==> src/rtl/fp_conv_sched_pkg.sv <==
// fp_conv_sched_pkg: shared types for the converter scheduler.
// Holds default sizing, the op encoding and the in-flight tag bundle.
package fp_conv_sched_pkg;

   localparam int EXP_W  = 5;
   localparam int MANT_W = 10;
   localparam int WORD_W = 1 + EXP_W + MANT_W;
   localparam int NREQ_N = 4;
   localparam int LAT_N  = 4;
   localparam int ID_W   = $clog2(NREQ_N);

   typedef enum logic {
      OP_I2F = 1'b0,
      OP_F2I = 1'b1
   } op_e;

   typedef struct packed {
      logic            valid;
      op_e             op;
      logic [ID_W-1:0] id;
   } tag_t;

endpackage

==> src/rtl/fp_conv_sched_if.sv <==
// fp_conv_sched_if: requester-side bundle of the converter scheduler.
// Ports: req_valid/req_op/req_data (to slave), req_ready/rsp_valid/rsp_data (from slave).
interface fp_conv_sched_if #(
   parameter int NREQ  = 4,
   parameter int WIDTH = 16
);
   logic [NREQ-1:0]            req_valid;
   logic [NREQ-1:0]            req_op;
   logic [NREQ-1:0][WIDTH-1:0] req_data;
   logic [NREQ-1:0]            req_ready;
   logic [NREQ-1:0]            rsp_valid;
   logic [WIDTH-1:0]           rsp_data;

   modport master (
      output req_valid, req_op, req_data,
      input  req_ready, rsp_valid, rsp_data
   );

   modport slave (
      input  req_valid, req_op, req_data,
      output req_ready, rsp_valid, rsp_data
   );
endinterface

==> src/rtl/fp_conv_sched_rr_arbiter.sv <==
// rr_arbiter: round-robin one-hot arbiter with internal last-grant pointer.
// Ports: clock, clock_sreset, enable, req in; grant (one-hot), grant_id out.
module rr_arbiter #(
   parameter  int NREQ = 4,
   localparam int IW   = (NREQ > 1) ? $clog2(NREQ) : 1
) (
   input  logic            clock,
   input  logic            clock_sreset,
   input  logic            enable,
   input  logic [NREQ-1:0] req,
   output logic [NREQ-1:0] grant,
   output logic [IW-1:0]   grant_id
);

   logic [IW-1:0] ptr;
   logic          found;
   int            c;

   // Search begins one past the last winner so every requester gets a turn.
   always_comb begin
      grant    = '0;
      grant_id = ptr;
      found    = 1'b0;
      c        = 0;
      if (enable && !clock_sreset) begin
         for (int k = 1; k <= NREQ; k++) begin
            c = (int'(ptr) + k) % NREQ;
            if (!found && req[IW'(c)]) begin
               found           = 1'b1;
               grant[IW'(c)]   = 1'b1;
               grant_id        = IW'(c);
            end
         end
      end
   end

   // Reset to the last index so requester 0 wins first.
   always_ff @(posedge clock) begin
      if (clock_sreset) ptr <= IW'(NREQ - 1);
      else if (found)   ptr <= grant_id;
   end

endmodule

==> src/rtl/fp_conv_sched.sv <==
// fp_conv_sched: shares one i2f and one f2i converter among NREQ requesters.
// Ports: clock, clock_sreset, enable; bus (requests/responses); i2f_*/f2i_* converter
// issue and return; busy (tags in flight); error (sticky tag/result mismatch).
module fp_conv_sched
   import fp_conv_sched_pkg::*;
#(
   parameter int EXP     = 5,
   parameter int MANT    = 10,
   parameter int WIDTH   = 1 + EXP + MANT,
   parameter int NREQ    = 4,
   parameter int LATENCY = 4
) (
   input  logic              clock,
   input  logic              clock_sreset,
   input  logic              enable,
   fp_conv_sched_if.slave    bus,
   output logic              i2f_valid,
   output logic [MANT:0]     i2f_dataa,
   input  logic              i2f_result_valid,
   input  logic [WIDTH-1:0]  i2f_result,
   output logic              f2i_valid,
   output logic [WIDTH-1:0]  f2i_dataa,
   input  logic              f2i_result_valid,
   input  logic [MANT-1:0]   f2i_result,
   output logic              busy,
   output logic              error
);

   logic [NREQ-1:0] grant;
   logic [ID_W-1:0] gid;
   logic            issue;
   op_e             gop;
   tag_t            tags [LATENCY];
   tag_t            last;
   logic            i2f_hit;
   logic            f2i_hit;
   logic            bad;
   logic            good;
   logic            err_q;

   rr_arbiter #(.NREQ(NREQ)) u_arb (
      .clock        (clock),
      .clock_sreset (clock_sreset),
      .enable       (enable),
      .req          (bus.req_valid),
      .grant        (grant),
      .grant_id     (gid)
   );

   assign issue         = |grant;
   assign gop           = op_e'(bus.req_op[gid]);
   assign bus.req_ready = grant;

   always_comb begin
      i2f_valid = issue && (gop == OP_I2F);
      f2i_valid = issue && (gop == OP_F2I);
      i2f_dataa = '0;
      f2i_dataa = '0;
      if (i2f_valid) i2f_dataa = bus.req_data[gid][MANT:0];
      if (f2i_valid) f2i_dataa = bus.req_data[gid];
   end

   // Tag pipe mirrors converter latency; the last stage names the owner
   // of whatever result the converters present this cycle.
   always_ff @(posedge clock) begin
      if (clock_sreset) begin
         for (int j = 0; j < LATENCY; j++) tags[j] <= '0;
         err_q <= 1'b0;
      end else begin
         tags[0] <= tag_t'{valid: issue, op: gop, id: gid};
         for (int j = 1; j < LATENCY; j++) tags[j] <= tags[j-1];
         if (bad) err_q <= 1'b1;
      end
   end

   assign last = tags[LATENCY-1];

   // Any disagreement between tag and result strobes suppresses the response.
   always_comb begin
      i2f_hit = last.valid && (last.op == OP_I2F);
      f2i_hit = last.valid && (last.op == OP_F2I);
      bad     = (i2f_hit != i2f_result_valid) ||
                (f2i_hit != f2i_result_valid);
      good    = last.valid && !bad && !clock_sreset;
      bus.rsp_valid = '0;
      bus.rsp_data  = '0;
      if (good) begin
         bus.rsp_valid = NREQ'(1) << last.id;
         if (i2f_hit) bus.rsp_data = i2f_result;
         else         bus.rsp_data = WIDTH'(f2i_result);
      end
   end

   always_comb begin
      busy = 1'b0;
      for (int j = 0; j < LATENCY; j++) busy = busy | tags[j].valid;
   end

   assign error = err_q;

endmodule

==> src/flat_wrapper.sv <==
// flat-port wrapper written by rule: the top's interface ports become plain ports
module fp_conv_sched_flat import fp_conv_sched_pkg::*;
#(
   parameter int EXP     = 5,
   parameter int MANT    = 10,
   parameter int WIDTH   = 1 + EXP + MANT,
   parameter int NREQ    = 4,
   parameter int LATENCY = 4
)
  (clock, clock_sreset, enable, i2f_valid, i2f_dataa, i2f_result_valid, i2f_result, f2i_valid, f2i_dataa, f2i_result_valid, f2i_result, busy, error, bus_req_valid, bus_req_op, bus_req_data, bus_req_ready, bus_rsp_valid, bus_rsp_data);
  fp_conv_sched_if #(.NREQ(NREQ), .WIDTH(WIDTH)) bus_i ();
  input  logic clock;
  input  logic clock_sreset;
  input  logic enable;
  output logic i2f_valid;
  output logic [MANT:0] i2f_dataa;
  input  logic i2f_result_valid;
  input  logic [WIDTH-1:0] i2f_result;
  output logic f2i_valid;
  output logic [WIDTH-1:0] f2i_dataa;
  input  logic f2i_result_valid;
  input  logic [MANT-1:0] f2i_result;
  output logic busy;
  output logic error;
  input wire logic [$bits(bus_i.req_valid)-1:0] bus_req_valid;
  input wire logic [$bits(bus_i.req_op)-1:0] bus_req_op;
  input wire logic [$bits(bus_i.req_data)-1:0] bus_req_data;
  output wire logic [$bits(bus_i.req_ready)-1:0] bus_req_ready;
  output wire logic [$bits(bus_i.rsp_valid)-1:0] bus_rsp_valid;
  output wire logic [$bits(bus_i.rsp_data)-1:0] bus_rsp_data;
  assign bus_i.req_valid = bus_req_valid;
  assign bus_i.req_op = bus_req_op;
  assign bus_i.req_data = bus_req_data;
  assign bus_req_ready = bus_i.req_ready;
  assign bus_rsp_valid = bus_i.rsp_valid;
  assign bus_rsp_data = bus_i.rsp_data;
  fp_conv_sched #(.EXP(EXP), .MANT(MANT), .WIDTH(WIDTH), .NREQ(NREQ), .LATENCY(LATENCY)) u_core (.clock(clock), .clock_sreset(clock_sreset), .enable(enable), .bus(bus_i), .i2f_valid(i2f_valid), .i2f_dataa(i2f_dataa), .i2f_result_valid(i2f_result_valid), .i2f_result(i2f_result), .f2i_valid(f2i_valid), .f2i_dataa(f2i_dataa), .f2i_result_valid(f2i_result_valid), .f2i_result(f2i_result), .busy(busy), .error(error));
endmodule
==> config.mk <==
export PLATFORM = sky130hd
export DESIGN_NAME = fp_conv_sched_flat
export DESIGN_NICKNAME = d
export VERILOG_FILES = /design/src/rtl/fp_conv_sched_pkg.sv /design/src/rtl/fp_conv_sched_if.sv /design/src/rtl/fp_conv_sched_rr_arbiter.sv /design/src/rtl/fp_conv_sched.sv /design/src/flat_wrapper.sv
export SDC_FILE = /design/constraint.sdc
export NUM_CORES = 1
export LEC_CHECK = 0
export ABC_AREA = 1
export CAP_MARGIN = 20
export CORE_MARGIN = 2
export CORE_UTILIZATION = 39
export DETAILED_ROUTE_END_ITERATION = 12
export GPL_TIMING_DRIVEN = 0
export HOLD_SLACK_MARGIN = 0.05
export PLACE_DENSITY = 0.94
export SLEW_MARGIN = 0
export SYNTH_ARGS = -nofsm -noshare
export SYNTH_HDL_FRONTEND = slang
export SYNTH_SLANG_ARGS = --single-unit
==> constraint.sdc <==
create_clock -name clock -period 6.5 [get_ports clock]
set_input_delay 1.3 -clock clock [delete_from_list [all_inputs] [get_ports clock]]
set_output_delay 1.3 -clock clock [all_outputs]
set_load 0.02 [all_outputs]
# --- Yosys cells after proc, flatten, opt, wreduce, memory -nomap -nowiden ---
# Memories as Yosys holds them, arrays and structs flattened.
# Index checks and enable logic that the tools add are counted.
classes:
  add_sub_neg: 4
  magnitude_cmp: 9
  n_eq_ne: 2
  shifts: 1
  muxes: 57
  n_bitwise: 12
  reduce_logical: 21
ops:
  columns: ["cell", "n"]
  rows:
  - ["16-bit two-way mux", 4]
  - ["4-bit two-way mux", 13]
  - ["16-bit binary-select mux with 2-bit select", 1]
  - ["1-bit two-way mux", 24]
  - ["2-bit by 4-bit less-than comparator with 1-bit output, second input constant", 4]
  - ["1-bit logical AND", 14]
  - ["4-bit bitwise OR", 3]
  - ["11-bit two-way mux", 1]
  - ["1-bit binary-select mux with 2-bit select", 5]
  - ["2-bit two-way mux", 5]
  - ["1-bit demux with 2-bit select", 4]
  - ["2-bit by 1-bit greater-or-equal comparator with 1-bit output, second input constant", 4]
  - ["1-bit bitwise OR", 7]
  - ["1-bit logical NOT", 5]
  - ["2-bit by 1-bit adder with 2-bit output, second input constant", 2]
  - ["2-bit adder, second input constant", 2]
  - ["4-bit OR reduction", 1]
  - ["1-bit by 2-bit << shifter with 4-bit output, first input constant", 1]
  - ["2-bit by 3-bit less-than comparator with 1-bit output, second input constant", 1]
  - ["1-bit != test", 2]
  - ["1-bit NOT", 2]
  - ["1-bit logical OR", 1]
word_totals:
  ff_bits: 3
  ramBits: 16
  in_bits: 103
  output_inout_bits: 55
  elab_cells: 109
  n_memories: 1
memory_table:
  columns: ["memory", "depth", "word_bits", "read_ports", "rd_clocked_by_memory_dff", "write_ports", "line", "source"]
  rows:
  - ["u_core.tags", 4, 4, 4, 0, 4, "fp_conv_sched.sv:33", "tag_t tags [LATENCY];"]

# --- Logic depth before layout (Yosys ltp) ---
# Gate-level depths: netlist of run 1.
logic_depth:
  word_depth: 23
  mapped_depth: 18
  depth_no_buf: 16

# --- Cells and area by module ---
# From an unflattened synthesis of run 1, not the netlist that was laid out.
hier_totals:
  cells_unflattened: 436
  area_unflattened_um2: 2351.0
by_module_without_submodules:
  columns: ["mod", "n_inst", "cells_each", "area_each_um2", "seq_area_each_um2"]
  rows:
  - ["fp_conv_sched", 1, 331, 1667.8, 340.3]
  - ["rr_arbiter", 1, 105, 683.2, 40.0]

# --- Worst setup path before layout of run 1 ---
# Ideal clock, no wire load.
synth_path:
  path_type: "input port to output port"
  startpoint: "input port clock_sreset"
  endpoint: "output port f2i_dataa[0]"
  arrival_ns: 2.910
  required_ns: 5.200
  slack_ns: 2.290
  stages: 10
  path_buffers: 2
  path_cell_list: "clkbuf_1 > inv_1 > nand2_1 > clkinv_1 > nand2_4 > clkbuf_1 > nand3_1 > nand3_1 > nand2_1 > nor2_1"
synth_via:
  elab_chain_len: 7
  elab_cells_between_ends: 11
  classes_between: "7 x mux; 4 x reduce/logical"
synth_rtl:
  columns: ["element", "line", "source"]
  rows:
  - ["from (decl)", "flat_wrapper.sv:13", "input logic clock_sreset;"]
  - ["1-bit logical NOT (*)", "fp_conv_sched_rr_arbiter.sv:25", "if (enable && !clock_sreset) begin"]
  - ["1-bit logical AND (*)", "fp_conv_sched_rr_arbiter.sv:25", null]
  - ["2-bit two-way mux", "fp_conv_sched_rr_arbiter.sv:25", null]
  - ["1-bit binary-select mux with 2-bit select", "fp_conv_sched.sv:51", "assign gop = op_e'(bus.req_op[gid]);"]
  - ["1-bit two-way mux (implied by the code)", "fp_conv_sched.sv:51", null]
  - ["1-bit logical AND", "fp_conv_sched.sv:56", "f2i_valid = issue && (gop == OP_F2I);"]
  - ["16-bit two-way mux (*)", "fp_conv_sched.sv:60", "if (f2i_valid) f2i_dataa = bus.req_data[gid];"]
  - ["to (decl)", "flat_wrapper.sv:20", "output logic [WIDTH-1:0] f2i_dataa;"]
# Mark *: on every way between the ends. The rest lies on a longest branch, timed or not. The select of a mux whose other input is x is not followed.

# --- Final worst setup path of run 1 ---
layout_path:
  startpoint: "input port bus_req_valid[0]"
  endpoint: "output port i2f_dataa[5]"
layout_via:
  elab_chain_len: 22
  elab_cells_between_ends: 48
  classes_between: "36 x mux; 4 x bitwise; 8 x reduce/logical"
layout_rtl:
  columns: ["element", "line", "source"]
  rows:
  - ["from (decl)", "flat_wrapper.sv:25", "input wire logic [$bits(bus_i.req_valid)-1:0] bus_req_valid;"]
  - ["1-bit binary-select mux with 2-bit select", "fp_conv_sched_rr_arbiter.sv:28", "if (!found && req[IW'(c)]) begin"]
  - ["1-bit two-way mux (implied by the code) (2 in a row)", "fp_conv_sched_rr_arbiter.sv:28", null]
  - ["1-bit two-way mux", "fp_conv_sched_rr_arbiter.sv:28", null]
  - ["1-bit two-way mux", "fp_conv_sched_rr_arbiter.sv:25", null]
  - ["1-bit logical NOT", "fp_conv_sched_rr_arbiter.sv:28", null]
  - ["1-bit logical AND", "fp_conv_sched_rr_arbiter.sv:28", null]
  - ["1-bit two-way mux", "fp_conv_sched_rr_arbiter.sv:28", null]
  - ["1-bit two-way mux", "fp_conv_sched_rr_arbiter.sv:25", null]
  - ["[... 5 more ...]", null, null]
  - ["1-bit logical AND", "fp_conv_sched_rr_arbiter.sv:28", null]
  - ["2-bit two-way mux", "fp_conv_sched_rr_arbiter.sv:28", null]
  - ["2-bit two-way mux", "fp_conv_sched_rr_arbiter.sv:25", null]
  - ["1-bit binary-select mux with 2-bit select", "fp_conv_sched.sv:51", null]
  - ["1-bit two-way mux (implied by the code)", "fp_conv_sched.sv:51", null]
  - ["1-bit NOT", "fp_conv_sched.sv:55", "i2f_valid = issue && (gop == OP_I2F);"]
  - ["1-bit logical AND", "fp_conv_sched.sv:55", null]
  - ["11-bit two-way mux (*)", "fp_conv_sched.sv:59", "if (i2f_valid) i2f_dataa = bus.req_data[gid][MANT:0];"]
  - ["to (decl)", "flat_wrapper.sv:16", "output logic [MANT:0] i2f_dataa;"]
# Marked as above.

==> results of run 1 <==
[cells in the mapped netlist]
cell | instances | area share
nand4_1 | 5 | 0.013
nand3_4 | 1 | 0.0075
nand3b_1 | 11 | 0.035
ha_1 | 8 | 0.043
nand3_1 | 76 | 0.16
a21boi_0 | 1 | 0.0032
buf_4 | 4 | 0.013
buf_6 | 5 | 0.024
nand2_2 | 5 | 0.013
o21a_1 | 1 | 0.0032
buf_2 | 3 | 0.0064
nor2_2 | 19 | 0.051
clkbuf_1 | 9 | 0.014
nand3_2 | 6 | 0.026
nand2_1 | 119 | 0.19
dfxtp_1 | 19 | 0.16
a21oi_1 | 19 | 0.041
o21ai_0 | 2 | 0.0043
nand2_4 | 3 | 0.014
inv_2 | 5 | 0.0081
nor3_1 | 4 | 0.0086
nor2_1 | 37 | 0.060
inv_1 | 50 | 0.081
clkinv_1 | 2 | 0.0032
nor2_4 | 1 | 0.0048
o31ai_1 | 1 | 0.0032
[flip-flops by register name, summed over array words and instances (netlist names)]
register          count
u_core.error          1
u_core.tags          16
u_core.u_arb.ptr      2
[final cells by class]
type | count | area [um2]
Clock buffer | 3 | 41.3
Timing Repair Buffer | 156 | 1560
Tap cell | 75 | 93.8
Buffer | 21 | 135
Clock inverter | 1 | 5.00
Multi-Input combinational cell | 319 | 1600
Inverter | 57 | 214
Sequential cell | 19 | 380
Fill cell | 495 | 1820
[metrics by stage]
step | utilization | setup WS, ps
finish | 0.689 | 1100
global route | 0.689 | 868
CTS | 0.689 | 1120
detailed placement | 0.681 | 1120
global placement | 0.681 | 1230
floorplan | - | 2290
[placed cells by master (no fill, tap or decap)]
| cell | instances |
|---|---|
| nand3b_1 | 11 |
| nor2_2 | 19 |
| clkdlybuf4s50_1 | 156 |
| nor2_1 | 37 |
| clkbuf_8 | 3 |
| nand2_1 | 119 |
| buf_6 | 5 |
| clkinv_2 | 1 |
| a21boi_0 | 1 |
| clkinv_1 | 2 |
| nand2_4 | 3 |
| a21oi_1 | 19 |
| o31ai_1 | 1 |
| nand3_4 | 1 |
| dfxtp_1 | 19 |
| buf_2 | 3 |
| inv_2 | 5 |
| buf_4 | 4 |
| ha_1 | 8 |
| o21ai_0 | 2 |
| nand3_2 | 6 |
| inv_1 | 50 |
| nand2_2 | 5 |
| nand3_1 | 76 |
| nor2_4 | 1 |
| o21a_1 | 1 |
| nor3_1 | 4 |
| clkbuf_1 | 9 |
| nand4_1 | 5 |
[how the worst min path moves through the flow]
stage,start,endpoint,slack [ps],cells past startpoint
after floorplan,u_core.tags[0][0],u_core.tags[1][0],390,2
after global placement,u_core.tags[1][1],u_core.tags[2][1],390,2
after detailed placement,u_core.tags[0][1],u_core.tags[1][1],390,2
after CTS,u_core.tags[0][1],u_core.tags[1][1],400,2
after global routing,u_core.tags[1][1],u_core.tags[2][1],410,2
final,u_core.tags[1][1],u_core.tags[2][1],400,2
[logic make-up (layout without fill, tap and decap cells)]
group | Yosys count | count (layout) | share of synthesized area
buffers and inverters | 78 | 238 | 0.150
AND/OR/NAND/NOR | 287 | 287 | 0.589
AO/OA/AOI/OAI | 24 | 24 | 0.0548
flip-flops | 19 | 19 | 0.163
adder cells (fa/ha/maj) | 8 | 8 | 0.0430
[critical path, cell delays in order]
cell and delay [ps]:
clkdlybuf4s50_1 480, nand2_1 80, nand2_2 130, nand2_1 70, nand2_1 160, nand3_1 120, nand2_1 70, nand2_1 70
nand2_4 130, clkbuf_1 350, nand3_1 170, nand3_1 150, nand2_1 80, nor2_1 110, clkdlybuf4s50_1 630
[power breakdown]
part / switching (mW) / internal, mW / total (mW)
clock network: 0.0398 / 0.0426 / 0.0824
logic: 0.245 / 0.191 / 0.436
registers: 0.00764 / 0.127 / 0.135
total: 0.293 / 0.361 / 0.653
[layer usage]
layer | share of wire | wire length (um) | GRT usage
met5 | 0 | 0 | 0
met2 | 0.50 | 4150 | 0.443
met1 | 0.37 | 3040 | 0.236
met4 | 0.019 | 157 | 0.0712
met3 | 0.11 | 882 | 0.0633
==> flow_metrics.py, run 1 <==
metrics = {
    "outcome": {
        "status": "completed",
    },
    "layout": {
        "design_area_mm2": 0.00403,
        "final_nets": 688,
        "diodes": 0,
        "fin_cells": 651,
        "areaGrowthSynthToFinish_pct": 73.0,
        "drive_above_1_share": 0.0972,
    },
    "pwr": {
        "power.total_uw": 653,
        "power.leakage_nw": 1.83,
        "vdd_drop_max_mv": 0.112,
        "power_density_mw_per_mm2": 162,
    },
    "route": {
        "num_vias": 3224,
        "wirelength_um": 8230,
        "wl_per_cell_um": 12.6,
        "drt_first_pass_iters": 4,
        "drc": 0,
        "antenna_left": 0,
        "drt_iter0_drc": 173,
        "vias_per_cell": 4.95,
    },
    "grt": {
        "grt_use_total": 0.230,
        "antenna_found_initial": 0,
        "gr-total-overflow": 0,
        "grt_pass1_vias": 2919,
        "grt_pass1_wl_um": 12300,
        "grt_max_degree": 13,
    },
    "die": {
        "core_area_mm2": 0.00585,
        "start_util": 0.398,
        "dieArea_mm2": 0.00661,
        "die_w_um": 81.3,
        "num_io_pins": 158,
        "rows": 28,
        "die-height_um": 81.3,
    },
    "cts": {
        "cts_sinks": 19,
        "hold_buffers": 0,
        "clkTransAtPathRegs_ps": 70,
        "cts_resized": 0,
        "cts-root-buf": "clkbuf_8",
        "clockBufferDepth": 2,
        "cts_tree": "done",
        "cts_buffers": 3,
        "h-tree-depth": 1,
        "postCtsSetupBuffers": 0,
        "clk_latency_ps": 260,
    },
    "placement": {
        "port_buffers": 156,
        "gp_congestion": 0.882,
        "place_area_mm2": 0.00399,
        "dp_hpwl_um": 6900,
        "dp_cells": 647,
    },
    "timing": {
        "finalMaxSlewViolations": 0,
        "max_slew_margin": 0.631,
        "setup_viol": 0,
        "finalHoldViolations": 0,
        "fmax_ghz": 0.185,
        "layout_min_cycle_time_ps": 5400,
        "fin_hold_ws_ps": 402,
        "setup_tns_ps": 0,
        "tightest_slew_ps": 552,
        "fin_crit_sh": 0.830,
        "rsz0062_at_grt": "false",
        "finClkSkew_ps": 1.35,
    },
    "hold_path": {
        "hold_path.class": "register to register",
    },
    "yosys": {
        "yosys.cell_types.count": 26,
        "synth_area_mm2": 0.00233,
        "syn_area_per_cell_um2": 5.60,
        "yosys_warnings": 0,
        "syn_inst": 416,
        "seq_area_frac_synth": 0.163,
        "synth_nets": 527,
        "synth-seq-cells": 19,
    },
    "critical_path": {
        "crit_end": "i2f_dataa[5]",
        "regToRegSetupSlack_ps": 3940,
        "crit_type": "input pin to output port",
        "crit_path_start_kind": "input pin",
        "timing.rr.start": "u_core.u_arb.ptr[1]",
        "crit_fanout": 10,
        "crit_arrival_ps": 4100,
        "critPathLaunch": "bus_req_valid[0]",
        "endpoint_kind": "output port",
        "r2r_cells": 14,
        "cp.required_ps": 5200,
        "reg2reg_to": "u_core.tags[0][2]",
    },
    "run": {
        "drv_cap": 0,
    },
}
Power figures use the tool's default switching activity.
==> run 2: changes to the inputs <==
Settings changed: CORE_UTILIZATION 39 to 36, PLACE_DENSITY 0.94 to 0.88.
Clock period 6.5 ns to 5.5 ns, I/O delays scaled along.
==> run 2 against run 1 <==
Utilization fell by 5.0 points; setup slack got worse by 620 ps; non-clock buffer count did not move; register-to-register slack got worse by 1000 ps; final cell count rose by 0.31%; largest power group unchanged.
==> flow_metrics.py, run 2 (synthesis gave the netlist of run 1 again) <==
metrics = {
    "grt": {
        "grt_pass1_vias": 3081,
        "antenna_found_initial": 0,
        "grt_max_degree": 13,
        "gr-total-overflow": 0,
        "grt_pass1_wl_um": 13100,
        "grt_use_total": 0.216,
    },
    "critical_path": {
        "crit_type": "input pin to output port",
        "crit_arrival_ps": 3920,
        "crit_path_start_kind": "input pin",
        "crit_buf_inv": 3,
        "cp_top_family": "buffers and inverters",
        "max_stage_delay_ps": 640,
        "endpoint_kind": "output port",
        "crit_slowest_cell": "clkdlybuf4s50_1",
        "crit_path_frequent_cell": "nand2_1",
        "worstPathCellList": "clkdlybuf4s50_1, nand2_1, nand2_2, nand2_1, nand2_1, nand3_1, nand2_1, nand2_1, nand2_4, clkbuf_1, nand3_1, nand3_1, nand2_1, nor2_1, clkdlybuf4s50_1",
        "cp.required_ps": 4400,
        "crit_fanout": 10,
    },
    "placement": {
        "dp_hpwl_um": 6690,
        "place_area_mm2": 0.00399,
        "port_buffers": 156,
        "gp_congestion": 0.887,
        "place_ws_ps": 529,
        "dp_cells": 649,
    },
    "timing": {
        "max_slew_margin": 0.640,
        "rsz0062_at_grt": "false",
        "finClkSkew_ps": 5.44,
        "setup_viol": 0,
        "finalHoldViolations": 0,
        "tightest_slew_ps": 539,
        "finalMaxSlewViolations": 0,
        "setup_tns_ps": 0,
        "fin_crit_sh": 0.913,
        "layout_min_cycle_time_ps": 5020,
        "fmax_ghz": 0.199,
        "setup_ws_ps": 480,
    },
    "outcome": {
        "status": "completed",
    },
    "cts": {
        "cts_sinks": 19,
        "hold_buffers": 0,
        "h-tree-depth": 1,
        "cts_resized": 0,
        "cts-root-buf": "clkbuf_8",
        "postCtsSetupBuffers": 0,
        "cts_tree": "done",
        "clk_latency_ps": 250,
        "cts_buffers": 3,
        "clkTransAtPathRegs_ps": 60,
        "clockBufferDepth": 2,
    },
    "layout": {
        "fin_cells": 653,
        "final_nets": 688,
        "areaGrowthSynthToFinish_pct": 73.1,
        "design_area_mm2": 0.00403,
        "final_cell_mix": "clkdlybuf4s50_1, nand2_1, nand3_1",
        "diodes": 0,
        "final_core_util": 0.639,
        "drive_above_1_share": 0.0955,
        "top_register": "u_core.tags",
        "largest_register_ffs": 16,
        "final_common_cell": "clkdlybuf4s50_1",
    },
    "route": {
        "drt_first_pass_iters": 4,
        "wl_per_cell_um": 12.4,
        "vias_per_cell": 4.96,
        "drc": 0,
        "num_vias": 3239,
        "drt_iter0_drc": 209,
        "antenna_left": 0,
        "wirelength_um": 8110,
    },
    "die": {
        "die-height_um": 84.4,
        "core_area_mm2": 0.00631,
        "rows": 29,
        "die_w_um": 84.4,
        "start_util": 0.369,
        "dieArea_mm2": 0.00713,
        "num_io_pins": 158,
    },
    "pwr": {
        "switching_share": 0.445,
        "p_seq_frac": 0.207,
        "power_density_mw_per_mm2": 191,
        "power.leakage_nw": 1.83,
        "power_switching_uw": 343,
        "vdd_drop_max_mv": 0.0971,
        "p_clk_frac": 0.121,
        "comb_power_share": 0.673,
        "p_int_uw": 428,
    },
    "run": {
        "drv_cap": 0,
    },
    "hold_path": {
        "hold_path.class": "register to register",
    },
}
run 2: worst paths after layout:
path              slack (ps)           startpoint           endpoint  cells after the start
hold / removal           400    u_core.tags[2][2]  u_core.tags[3][2]                      2
setup / recovery         480     bus_req_valid[0]       f2i_dataa[4]                     15
hold reg to reg          400    u_core.tags[2][2]  u_core.tags[3][2]                      2
setup reg to reg        2900  u_core.u_arb.ptr[0]  u_core.tags[0][1]                     14
run 2: stage by stage:
stage / power [mW] / hold slack [ps]
2_1_floorplan: 0.482 / 388
3_3_place_gp: 0.663 / 389
3_5_place_dp: 0.676 / 395
4_1_cts: 0.773 / 404
5_1_grt: 0.832 / 417
6_report: 0.770 / 404
run 2: area by class of cell:
type / instances / area (um2)
buffer: 21 / 135
clock buffer: 4 / 45.0
fill: 569 / 2280
inverter: 57 / 214
multi-input combinational: 319 / 1600
sequential: 19 / 380
tap: 77 / 96.3
timing repair buffer: 156 / 1560
run 2: worst register-to-register path: stages, from the launching register on:
cell and delay (ps):
dfxtp_1 580, inv_2 200, ha_1 400, inv_1 110, nand2_4 110, nand2_4 80, nor2_2 210, nand2_1 80
nand3_1 120, nand2_1 60, nand2_1 50, nand2_1 90, buf_4 190, buf_4 180, nor2_1 80
run 2: power by group through the flow:
stage                     logic, mW  clock network (mW)  registers [mW]
final                         0.518              0.0928           0.159
after global routing          0.568               0.103           0.160
after CTS                     0.517              0.0971           0.159
after detailed placement      0.513                   0           0.162
after global placement        0.502                   0           0.162
after floorplan               0.321                   0           0.160
run 2: layer usage:
metal | share of wire | routed length (um) | up-vias | global-route usage
met5 | 0 | 0 | - | 0
met4 | 0.026 | 210 | 0 | 0.0765
met3 | 0.11 | 892 | 21 | 0.0698
met2 | 0.48 | 3880 | 168 | 0.399
met1 | 0.39 | 3130 | 1419 | 0.230
li1 | - | - | 1631 | -
==> run 3: changes to the inputs <==
Settings changed: ABC_AREA 1 to default, CORE_UTILIZATION 36 to 32, PLACE_DENSITY 0.88 to 0.85.
Clock period 5.5 ns to 4.3 ns, I/O delays scaled along.
==> run 3 against run 2 <==
The run now ends with setup timing left; non-clock buffer count rose by 18; clock-buffer cell count shrank 1; synthesized cell count fell by 32%; routed wire length rose by 1.1%; die area up 6.5%; clock skew fell by 4.4 ps; sequential cell count stayed put; design area is 4.6% higher; clock power up 34%; register-to-register slack lost 1300 ps; critical path type unchanged; critical endpoint is now i2f_dataa[7]; largest cell class is now multi-input gates; highest routed layer unchanged.
==> flow_metrics.py, run 3 <==
metrics = {
    "outcome": {
        "status": "finished with violations",
        "violations": "setup timing",
    },
    "yosys": {
        "yosys.area.top_type": "dfxtp_1",
        "yosys.cell_types.count": 47,
        "synthTopCellsByCount": "nand2_1, mux2_2, o22ai_1",
        "synth_enable_flop_cells": 0,
        "syn_area_per_cell_um2": 7.82,
        "synth_area_mm2": 0.00221,
        "synth_top_area_frac": 0.172,
        "ys_async_sr_fraction": 0,
        "synth_ff_type": "dfxtp_1",
        "yosys_warnings": 0,
        "synth.area.top_cells": "dfxtp_1, mux2_2, nand2_1, o22ai_1, nor2b_1",
        "seq_area_frac_synth": 0.172,
        "yosysMostFrequentCell": "nand2_1",
        "synth_nets": 394,
        "synth-seq-cells": 19,
        "syn_inst": 283,
    },
    "layout": {
        "multi_input_area_mm2": 0.00185,
        "regArea_um2": 385,
        "final_core_util": 0.624,
        "top_register": "u_core.tags",
        "final_common_cell": "clkdlybuf4s50_1",
        "num-fill-cells": 592,
        "design_area_mm2": 0.00422,
        "final_cell_mix": "clkdlybuf4s50_1, nand2_1, mux2_2",
        "final_nets": 576,
        "areaGrowthSynthToFinish_pct": 90.6,
        "fin_cells": 544,
        "largest_register_ffs": 16,
        "diodes": 0,
        "drive_above_1_share": 0.291,
    },
    "critical_path": {
        "r2r_cells": 10,
        "max_stage_delay_ps": 530,
        "reg2reg_to": "u_core.tags[0][2]",
        "endpoint_kind": "output port",
        "cp_num_cells": 13,
        "cp.required_ps": 3440,
        "crit_path_start_kind": "input pin",
        "worstPathCellList": "clkdlybuf4s15_2, mux4_2, buf_6, or3_1, a21oi_2, a311oi_2, nand4_2, buf_6, buf_4, nand3_2, buf_6, o22ai_2, buf_4",
        "crit_slowest_cell": "mux4_2",
        "crit_arrival_ps": 3450,
        "crit_path_frequent_cell": "buf_6",
        "cp_top_family": "buffers and inverters",
        "crit_fanout": 9,
        "crit_buf_inv": 6,
        "timing.rr.start": "u_core.u_arb.ptr[0]",
        "regToRegSetupSlack_ps": 1570,
        "crit_type": "input pin to output port",
    },
    "timing": {
        "fin_crit_sh": 1.00,
        "fmax_ghz": 0.232,
        "layout_min_cycle_time_ps": 4310,
        "finalMaxSlewViolations": 0,
        "setup_ws_ps": -10.0,
        "setup_tns_ps": -10.0,
        "max_slew_margin": 0.697,
        "setup_viol": 1,
        "finClkSkew_ps": 1.01,
        "tightest_slew_ps": 454,
        "fin_hold_ws_ps": 438,
        "finalHoldViolations": 0,
    },
    "cts": {
        "clockBufferDepth": 2,
        "clkTransAtPathRegs_ps": 70,
        "cts_tree": "done",
        "hold_buffers": 0,
        "cts_sinks": 19,
        "h-tree-depth": 1,
        "cts-root-buf": "clkbuf_8",
        "cts_buffers": 3,
        "clk_latency_ps": 250,
    },
    "hold_path": {
        "hold_path.class": "register to register",
        "hold_end": "u_core.tags[2][0]",
        "hold_path_depth": 1,
        "holdCritStartpoint": "u_core.tags[1][0]",
    },
    "route": {
        "wirelength_um": 8200,
        "drt_first_pass_iters": 4,
        "drt_iter0_drc": 80,
        "drc": 0,
        "antenna_left": 0,
        "vias_per_cell": 5.20,
        "wl_per_cell_um": 15.1,
        "num_vias": 2829,
    },
    "grt": {
        "busiest_layer": "met2",
        "met1_usage": 0.203,
        "gr-total-overflow": 0,
        "grt_use_total": 0.192,
        "met3_usage": 0.0540,
        "grt_pass1_vias": 2671,
        "grt_pass1_wl_um": 11900,
        "grt_use_met2": 0.376,
        "grt_max_degree": 12,
        "antenna_found_initial": 0,
    },
    "die": {
        "start_util": 0.328,
        "num_io_pins": 158,
        "core_area_mm2": 0.00676,
        "dieArea_mm2": 0.00760,
        "rows": 30,
        "die_w_um": 87.2,
        "die-height_um": 87.2,
    },
    "placement": {
        "place_area_mm2": 0.00388,
        "port_buffers": 157,
        "dp_hpwl_um": 6250,
        "gp_congestion": 0.875,
        "dp_cells": 520,
    },
    "pwr": {
        "power_density_mw_per_mm2": 254,
        "power.leakage_nw": 1.70,
        "vdd_drop_max_mv": 0.126,
    },
    "run": {
        "drv_cap": 0,
    },
}
run 3: cell count changes after synthesis, sizes merged, moves of 5 or more:
cell / delta
a21oi: -5
and2: +8
inv: -51
mux2: +33
mux2i: +5
nand2: -67
nand2b: +6
nand3: -78
nand3b: -6
nor2: -47
nor2b: +20
o22ai: +30
run 3: timing repair:
action,CTS,global route
endpoints found under the setup margin,31,29
resized for setup,138,41
cloned,0,1
pin swaps,2,1
setup buffers,10,10
run 3: layer usage:
metal | vias up | routed length [um]
met5 | - | 0
met4 | 0 | 106
met3 | 8 | 820
met2 | 154 | 4240
met1 | 1287 | 3030
li1 | 1380 | -
run 3: how the worst max path moves through the flow:
stage,start,to
detailed placement,bus_req_valid[1],f2i_dataa[7]
global placement,bus_req_valid[2],i2f_dataa[1]
CTS,bus_req_valid[2],f2i_dataa[15]
floorplan,u_core.u_arb.ptr[0],i2f_dataa[0]
global route,u_core.u_arb.ptr[0],i2f_dataa[7]
finish,bus_req_valid[2],i2f_dataa[7]
run 3: cell type report:
type                    instances  area share
clock buffers                   3     0.00979
multi-input cells             241       0.439
flip-flops and latches         19      0.0913
repair buffers                178       0.395
well taps                      80      0.0237
plain buffers                  17      0.0335
inverters                       5     0.00623
clock inverters                 1     0.00119
run 3: kinds of logic (layout without fill, tap and decap cells):
kind of cell             count (synthesis)  in the layout  share of synthesized area
XOR/XNOR                                 2              2                    0.00792
buffers and inverters                   23            204                     0.0560
multiplexers                            41             41                      0.227
AO/OA/AOI/OAI                           64             64                      0.193
adder cells (fa/ha/maj)                  8              8                     0.0452
AND/OR/NAND/NOR                        126            126                      0.300
flip-flops                              19             19                      0.172
run 3: power by group:
part | switching, mW | internal (mW) | total, mW | leakage (nW)
Combinational | 0.348 | 0.394 | 0.742 | 1.52
Sequential | 0.0102 | 0.193 | 0.203 | 0.156
Clock | 0.0600 | 0.0643 | 0.124 | 0.0255
run 3: per-stage QoR:
step / total power [mW] / setup WS [ps]
2_1_floorplan: 0.593 / 368
3_3_place_gp: 0.817 / -1000
3_5_place_dp: 0.826 / -1050
4_1_cts: 0.998 / 1.77
5_1_grt: 1.13 / -104
6_report: 1.07 / -10.0
